--- src/rtl/mux_ff_scan.sv ---
// Registered NCH:1 channel selector with direct/auto-scan modes, dwell counter,
// valid/ready output handshake and out-of-range select flag.
module mux_ff_scan #(
    parameter int unsigned WIDTH  = 8,
    parameter int unsigned NCH    = 4,
    parameter int unsigned SELW   = $clog2(NCH),
    parameter int unsigned DWELLW = 4
) (
    input  logic                 clk,
    input  logic                 reset,
    input  logic [NCH*WIDTH-1:0] din,
    input  logic                 mode,
    input  logic [SELW-1:0]      sel,
    input  logic                 en,
    input  logic [DWELLW-1:0]    dwell,
    input  logic                 out_ready,
    output logic [WIDTH-1:0]     q,
    output logic [SELW-1:0]      q_ch,
    output logic                 q_valid,
    output logic                 sel_err
);

    logic [WIDTH-1:0]  q_q, q_d;
    logic [SELW-1:0]   q_ch_q, q_ch_d;
    logic              q_valid_q, q_valid_d;
    logic              sel_err_q, sel_err_d;
    logic [SELW-1:0]   ptr_q, ptr_d;
    logic [DWELLW-1:0] dcnt_q, dcnt_d;
    logic              mode_q, mode_d;

    logic              stall;
    logic              adv;
    logic              mode_chg;
    logic              sel_oob;
    logic [WIDTH-1:0]  sel_data;
    logic [WIDTH-1:0]  ptr_data;

    assign stall    = q_valid_q & ~out_ready;
    assign adv      = en & ~stall;
    assign mode_chg = (mode != mode_q);

    // Index by equality so NCH need not be a power of two and no slice runs off the end.
    always_comb begin
        sel_data = '0;
        ptr_data = '0;
        sel_oob  = 1'b1;
        for (int k = 0; k < NCH; k++) begin
            if (sel == SELW'(k)) begin
                sel_data = din[k*WIDTH +: WIDTH];
                sel_oob  = 1'b0;
            end
            if (ptr_q == SELW'(k)) begin
                ptr_data = din[k*WIDTH +: WIDTH];
            end
        end
    end

    always_comb begin
        q_d       = q_q;
        q_ch_d    = q_ch_q;
        q_valid_d = q_valid_q;
        sel_err_d = 1'b0;
        ptr_d     = ptr_q;
        dcnt_d    = dcnt_q;
        mode_d    = mode;

        // Consumption first; a capture below overrides it.
        if (q_valid_q && out_ready) begin
            q_valid_d = 1'b0;
        end

        if (mode_chg) begin
            ptr_d  = '0;
            dcnt_d = '0;
        end else if (!mode_q) begin
            if (adv) begin
                q_ch_d    = sel;
                q_valid_d = 1'b1;
                if (sel_oob) begin
                    q_d       = '0;
                    sel_err_d = 1'b1;
                end else begin
                    q_d = sel_data;
                end
            end
        end else begin
            if (adv) begin
                if (dcnt_q == dwell) begin
                    q_d       = ptr_data;
                    q_ch_d    = ptr_q;
                    q_valid_d = 1'b1;
                    dcnt_d    = '0;
                    ptr_d     = (ptr_q == SELW'(NCH - 1)) ? '0 : ptr_q + SELW'(1);
                end else begin
                    // Wraps through all-ones if dwell was lowered below dcnt.
                    dcnt_d = dcnt_q + DWELLW'(1);
                end
            end
        end
    end

    always_ff @(posedge clk) begin
        if (reset) begin
            q_q       <= '0;
            q_ch_q    <= '0;
            q_valid_q <= 1'b0;
            sel_err_q <= 1'b0;
            ptr_q     <= '0;
            dcnt_q    <= '0;
            mode_q    <= 1'b0;
        end else begin
            q_q       <= q_d;
            q_ch_q    <= q_ch_d;
            q_valid_q <= q_valid_d;
            sel_err_q <= sel_err_d;
            ptr_q     <= ptr_d;
            dcnt_q    <= dcnt_d;
            mode_q    <= mode_d;
        end
    end

    assign q       = q_q;
    assign q_ch    = q_ch_q;
    assign q_valid = q_valid_q;
    assign sel_err = sel_err_q;

endmodule

--- config.mk ---
export PLATFORM = sky130hd
export DESIGN_NAME = mux_ff_scan
export DESIGN_NICKNAME = d
export VERILOG_FILES = /design/src/rtl/mux_ff_scan.sv
export SDC_FILE = /design/constraint.sdc
export NUM_CORES = 1
export LEC_CHECK = 0
export CAP_MARGIN = 0
export CORE_UTILIZATION = 63
export DETAILED_ROUTE_END_ITERATION = 7
export DONT_BUFFER_PORTS = 1
export PLACE_DENSITY = 0.79
export SKIP_CTS_REPAIR_TIMING = 1
export SLEW_MARGIN = 10
export SYNTH_ARGS = -nofsm -noshare
export SYNTH_HDL_FRONTEND = slang
export SYNTH_SLANG_ARGS = --single-unit
--- constraint.sdc ---
create_clock -name clk -period 1.8 [get_ports clk]
set_input_delay 0.36 -clock clk [delete_from_list [all_inputs] [get_ports clk]]
set_output_delay 0.36 -clock clk [all_outputs]
set_load 0.1 [all_outputs]
[Word-level counts from Yosys, hierarchy flattened]
Cells that the tools add are included.
Storage, ports and cells
  register bits after elaboration: 19
  bits of input ports: 43
  output and inout bits: 12
Cells by class
  add/subtract/negate cells: 2
  equal/unequal tests: 9
  mux-type cells: 30
  bitwise gates (word level): 6
  reduce and logical (&&, ||, !) cells: 8
Operators with widths (count)
  8-bit two-way mux: 13
  1-bit two-way mux: 11
  2-bit two-way mux: 5
  2-bit equality test (second input constant): 4
  3-bit AND reduction: 2
  4-bit by 1-bit adder with 4-bit output (second input constant): 1
  2-bit by 1-bit equality test with 1-bit output (second input constant): 2
  4-bit equality test: 1
  2-bit logical NOT: 2
  4-bit two-way mux: 1
  1-bit NOT: 4
  4-bit OR reduction: 1
  2-bit by 1-bit adder with 2-bit output (second input constant): 1
  1-bit AND: 2
  2-bit by 1-bit != test with 1-bit output (second input constant): 1
  2-bit AND reduction: 1
  2-bit OR reduction: 1
  1-bit logical AND: 1
  1-bit != test: 1

[Logic depth before layout (Yosys ltp)]
Gate-level depths: netlist of run 1.
  word-level depth: 8
  depth in mapped cells: 8
  depth with buffers taken out: 6

[Least setup slack after synthesis of run 1]
OpenSTA, ideal clock, no wires.
  kind: register -> register
  start point: reg q_valid_q (netlist: q_valid)
  end point: reg q_ch_q[0] (netlist: q_ch[0])
  setup time: 0.092 ns
  arrival: 1.864 ns
  setup slack: -0.156 ns
  cell stages (with the launch flop): 6
  buffers on the path: 1
  cells stage by stage: dfxtp_1 -> nor2b_1 -> or3_1 -> clkbuf_1 -> nor2_1 -> o32ai_1
On the way
  cells in the longest elaborated chain, start to end: 4
RTL lines
  start, declared: line 25  | logic q_valid_q, q_valid_d;
  start signal, assigned: line 114  | q_valid_q <= q_valid_d;
  1-bit AND: line 38  | assign stall = q_valid_q & ~out_ready;
  1-bit NOT: line 39  | assign adv = en & ~stall;
  1-bit AND: line 39
  3-bit AND reduction (no line)
  end signal, assigned: line 113  | q_ch_q <= q_ch_d;
  end, declared: line 24  | logic [SELW-1:0] q_ch_q, q_ch_d;
No other way between the ends.
A chain may end at the register's enable or synchronous reset.

[Final worst setup path of run 1]
  start point: reg mode_q
  end point: reg q_q[7] (netlist: q[7])
On the way
  cells in the longest elaborated chain, start to end: 3
RTL lines
  start, declared: line 29  | logic mode_q, mode_d;
  start signal, assigned: line 118  | mode_q <= mode_d;
  1-bit != test: line 40  | assign mode_chg = (mode != mode_q);
  1-bit NOT (no line)
  3-bit AND reduction (no line)
  end signal, assigned: line 112  | q_q <= q_d;
  end, declared: line 23  | logic [WIDTH-1:0] q_q, q_d;
Parallel ways exist; a longest one is shown, timed or not.

==> flow_summary.yaml, run 1 <==
setup_path:
  crit_path_end_kind: "register"
  required_ns: 1.99
  cp_slowest_cell: "or3_1"
  path_class: "reg -> reg"
  slowest_delay_ns: 0.48
  startpoint_type: "register"
  crit_fanout: 9
  crit_chain: "inv_1 -> ha_1 -> or3_1 -> o21ai_0 -> a21oi_1"
  arrival_ns: 1.87
min_path:
  hp-class: "in -> reg"
power:
  leakagePower_nw: 0.604
  vdd_drop_max_uv: 598
  p_total_mw: 0.975
  p_per_area_nw_per_um2: 601
synth:
  yosysSeqAreaShare_pct: 25.2
  synth.distinct_cells: 37
  syn-num-nets: 227
  ys_ff_latch: 19
  syn-cell-area_sq_um: 1510
  syn_avg_cell_area_sq_um: 8.47
  synth_edf_count: 0
  synthArstFlopShare_pct: 0
  synth-main-ff-cell: "dfxtp_1"
  ys_warn_count: 0
  syn_inst: 178
floorplan:
  die_x_um: 50.9
  row_count: 17
  start_util_pct: 67.5
  die-area_sq_um: 2590
  ios: 55
  die_h_um: 50.9
  core_area_sq_um: 2230
clock_tree:
  cts_root_buf: "clkbuf_4"
  cts_htree_levels: 1
  cts_buffers: 3
  cts_tree: "done"
  clock-sinks: 19
  cts_buffer_depth: 2
  clk_pin_slew_worst_paths_ns: 0.11
  clk_latency_ns: 0.30
timing:
  hold_violations: 0
  finClkSkew_ns: 0.00670
  rsz0062_at_grt: "false"
  final-setup-viol-count: 0
  tightest_slew_ns: 0.559
  max_freq_ghz: 0.597
  setup_tns_ns: 0
  period_share_pct: 93.1
  layout_setup_ws_ns: 0.124
  slew-limit-headroom_pct: 62.7
  period_minus_slack_ns: 1.68
  drv_slew: 0
run:
  max-cap-violations: 0
cells_and_area:
  num_antenna_cells: 0
  drive_gt1_share_pct: 20.2
  nets: 233
  fill_cells: 162
  syn2layout_area_growth_pct: 7.64
route:
  wire_per_inst_um: 17.8
  wl_um: 3750
  first_pass_iters: 4
  dr_total_vias: 1417
  vias_per_cell: 6.72
  ant_nets: 0
  drc: 0
  drt_iter0_drc: 55
placement:
  hpwl_um: 2910
  portBuffers: 0
  place.gp.congestion: 0.928
  place_ws_ns: 0.0209
global_routing:
  grt_pass1_vias: 1385
  grt_max_degree: 21
  grt.total_usage_pct: 30.7
  overflow: 0
  antenna_found_initial: 0
  grt_pass1_wl_um: 6000
outcome:
  outcome: "completed"
==> synth_stat cells (2+ instances only) <==
master / instances / area share, %
a2bb2oi_1: 2 / 1.2
or3_1: 2 / 0.83
dfxtp_1: 19 / 25
ha_1: 6 / 5.0
a21oi_1: 19 / 6.3
nand2_1: 18 / 4.5
o21ai_0: 10 / 3.3
xor2_1: 2 / 1.2
o32ai_1: 2 / 1.2
nand3b_1: 8 / 4.0
xnor2_2: 4 / 4.3
o2111ai_1: 8 / 4.6
inv_1: 16 / 4.0
nand3_1: 3 / 1.0
nor2_1: 8 / 2.0
mux4_2: 8 / 12
buf_2: 4 / 1.3
a221oi_1: 8 / 4.6
clkbuf_1: 6 / 1.5
or2_1: 8 / 3.3
==> power breakdown <==
group	internal (mW)	switching (mW)	total (mW)
clock network	0.0828	0.127	0.210
logic	0.106	0.209	0.315
registers	0.439	0.00991	0.449
==> cell families (layout without fill, tap and decap cells) <==
kind of cell,count (synthesis),after routing,synth area share (%)
other,1,1,0.249
xor gates and xnor gates,7,7,6.06
adders and majority gates,6,6,4.98
muxes,9,9,12.6
buffers and inverters,29,34,7.88
DFF,19,19,25.2
and+or+nand+nor,55,55,19.7
AOI/OAI and AO/OA,52,52,23.3
==> cells in the final DEF (no fill, tap or decap), drive strengths merged <==
master,count
o2111ai,8
nor2,8
dfxtp,19
buf,14
mux4,8
nor4,1
a21oi,19
clkinv,1
a41o,1
o32ai,2
or2,9
nor2b,1
nand4,2
o21ai,11
a2bb2oi,2
ha,6
a221oi,8
mux2i,1
xnor2,5
nand3b,8
conb,1
a41oi,1
or4,1
inv,16
clkbuf,3
nand2b,1
nor3,1
nand3,3
or3,2
nand2,18
xor2,2
==> routing by layer <==
| layer | wire length (um) | global-route usage [%] | vias to the layer above |
|---|---|---|---|
| met3 | 334 | 7.74 | 8 |
| li1 | - | - | 663 |
| met4 | 55 | 9.72 | 0 |
| met1 | 1380 | 34.2 | 657 |
| met5 | 0 | 0 | - |
| met2 | 1970 | 56.4 | 89 |
==> critical path: cells and delay by family, from the launching register on <==
kind / cells / cell delay [ns]
and+or+nand+nor: 1 / 0.48
DFF: 1 / 0.35
adders and majority gates: 1 / 0.34
buffers and inverters: 1 / 0.11
AOI/OAI and AO/OA: 2 / 0.30
==> layout make-up <==
cell class	instances	area [sq um]	area share (%)
Clock inverter	1	5.00	0.308
Timing Repair Buffer	14	105	6.48
Sequential cell	19	382	23.5
Inverter	16	60.1	3.70
Clock buffer	3	22.5	1.39
Tap cell	28	35.0	2.16
Multi-Input combinational cell	130	1010	62.5
==> registers in the layout, summed over array words and instances, names as in the netlist <==
name     cells
q_ch         2
ptr_q        2
q            8
dcnt_q       4
mode_q       1
q_valid      1
sel_err      1
==> worst paths after layout <==
path              startpoint  endpoint  slack (ns)  cells after the start
setup / recovery      mode_q      q[7]        0.12                      5
hold / removal         reset      q[5]        0.12                      1
setup reg to reg      mode_q      q[7]        0.12                      5
hold reg to reg         q[5]      q[5]        0.48                      2
==> per-stage QoR <==
stage / cell area [sq um] / instances / utilization (%) / hold slack, ns
after floorplan: 1510 / 178 / - / 0.476
after global placement: 1590 / 207 / 71.2 / 0.430
after detailed placement: 1590 / 207 / 71.2 / 0.433
after CTS: 1620 / 211 / 72.4 / 0.111
after global routing: 1620 / 211 / 72.7 / 0.0961
final: 1620 / 211 / 72.7 / 0.116
No activity file was read; power rests on OpenSTA's default activity.
==> run 2, diff against run 1 <==
Settings changed: CORE_UTILIZATION 63 to 40, PLACE_DENSITY 0.79 to unset, SLEW_MARGIN 10 to unset.
==> run 2 against run 1 <==
Against the previous run: via count is 4.0% lower; combinational power hardly changed; final cell count is 8.5% higher.
==> flow_summary.yaml, run 2 (same netlist as run 1, synthesis figures left out) <==
timing:
  setup_tns_ns: 0
  period_share_pct: 92.9
  max_freq_ghz: 0.598
  drv_slew: 0
  hold_violations: 0
  rsz0062_at_grt: "false"
  holdWs_ns: 0.159
  final-setup-viol-count: 0
  slew-limit-headroom_pct: 59.6
  tightest_slew_ns: 0.606
  layout_setup_ws_ns: 0.127
  period_minus_slack_ns: 1.67
  finClkSkew_ns: 0.00259
setup_path:
  cp_top_family: "simple AND/OR/NAND/NOR gates"
  arrival_ns: 1.81
  startpoint_type: "register"
  required_ns: 1.94
  r2r_setup_slack_ns: 0.13
  cp_slowest_cell: "or3_1"
  crit_path_end_kind: "register"
  path_class: "reg -> reg"
  crit_buf_inv: 1
  slowest_delay_ns: 0.48
  crit_chain: "inv_1 -> ha_1 -> or3_1 -> nor2_1 -> o32ai_1"
  crit_fanout: 9
power:
  leakagePower_nw: 0.609
  vdd_drop_max_uv: 567
  p_total_mw: 1.06
  p_per_area_nw_per_um2: 637
global_routing:
  busiest_layer: "met2"
  antenna_found_initial: 0
  grt.total_usage_pct: 20.5
  grt_max_degree: 21
  grt_pass1_wl_um: 6540
  grt_use_met3_pct: 6.52
  grt_pass1_vias: 1429
  overflow: 0
  met1_usage_pct: 24.0
  grt_use_met2_pct: 35.4
placement:
  hpwl_um: 3020
  portBuffers: 0
  place.gp.congestion: 0.833
  placed_cell_area_sq_um: 1610
  placed_cells: 225
  place_ws_ns: 0.0700
floorplan:
  die_h_um: 63.4
  core_area_sq_um: 3470
  die_x_um: 63.4
  ios: 55
  die-area_sq_um: 4020
  row_count: 21
  start_util_pct: 43.5
cells_and_area:
  largest_reg_flops: 8
  num_antenna_cells: 0
  regArea_sq_um: 382
  layout_commonest_cell: "a21oi_1"
  fin_area_sq_um: 1660
  fill_cells: 360
  final_cell_mix: "19 x a21oi_1, 18 x nand2_1, 18 x dfxtp_1"
  multi_input_area_sq_um: 1010
  drive_gt1_share_pct: 19.7
  fin_util_pct: 47.9
  syn2layout_area_growth_pct: 10.3
  stdcell_count: 229
  nets: 233
clock_tree:
  clk_latency_ns: 0.25
  clock-sinks: 19
  cts_tree: "done"
  cts_root_buf: "clkbuf_8"
  cts_buffers: 3
  cts_htree_levels: 1
  cts_buffer_depth: 2
  clk_pin_slew_worst_paths_ns: 0.07
route:
  drc: 0
  ant_nets: 0
  first_pass_iters: 4
  wl_um: 3930
  vias_per_cell: 5.94
  wire_per_inst_um: 17.2
  dr_total_vias: 1361
  drt_iter0_drc: 59
run:
  max-cap-violations: 0
min_path:
  hp-class: "in -> reg"
outcome:
  outcome: "completed"
## run 2: routing by layer
layer | part of all wire (%) | wire length, um
met1 | 42 | 1660
met2 | 50 | 1960
met3 | 6.5 | 257
met4 | 1.3 | 51
met5 | 0 | 0
## run 2: worst paths after layout
check          from       to  cells past startpoint
min           reset   mode_q                      1
max          mode_q  q_ch[0]                      5
max reg2reg  mode_q  q_ch[0]                      5
min reg2reg    q[7]     q[7]                      2
## run 2: layout make-up
| cell class | count | share of cell area (%) |
|---|---|---|
| well taps | 46 | 3.46 |
| repair buffers | 14 | 6.32 |
| multi-input cells | 130 | 60.9 |
| flip-flops and latches | 19 | 22.9 |
| inverters | 16 | 3.61 |
| clock buffers | 4 | 2.71 |
## run 2: power by group
part	internal (mW)	total (mW)	switching (mW)	leakage, nW
clock	0.157	0.297	0.140	0.0228
combinational	0.106	0.312	0.206	0.430
sequential	0.439	0.450	0.0109	0.155
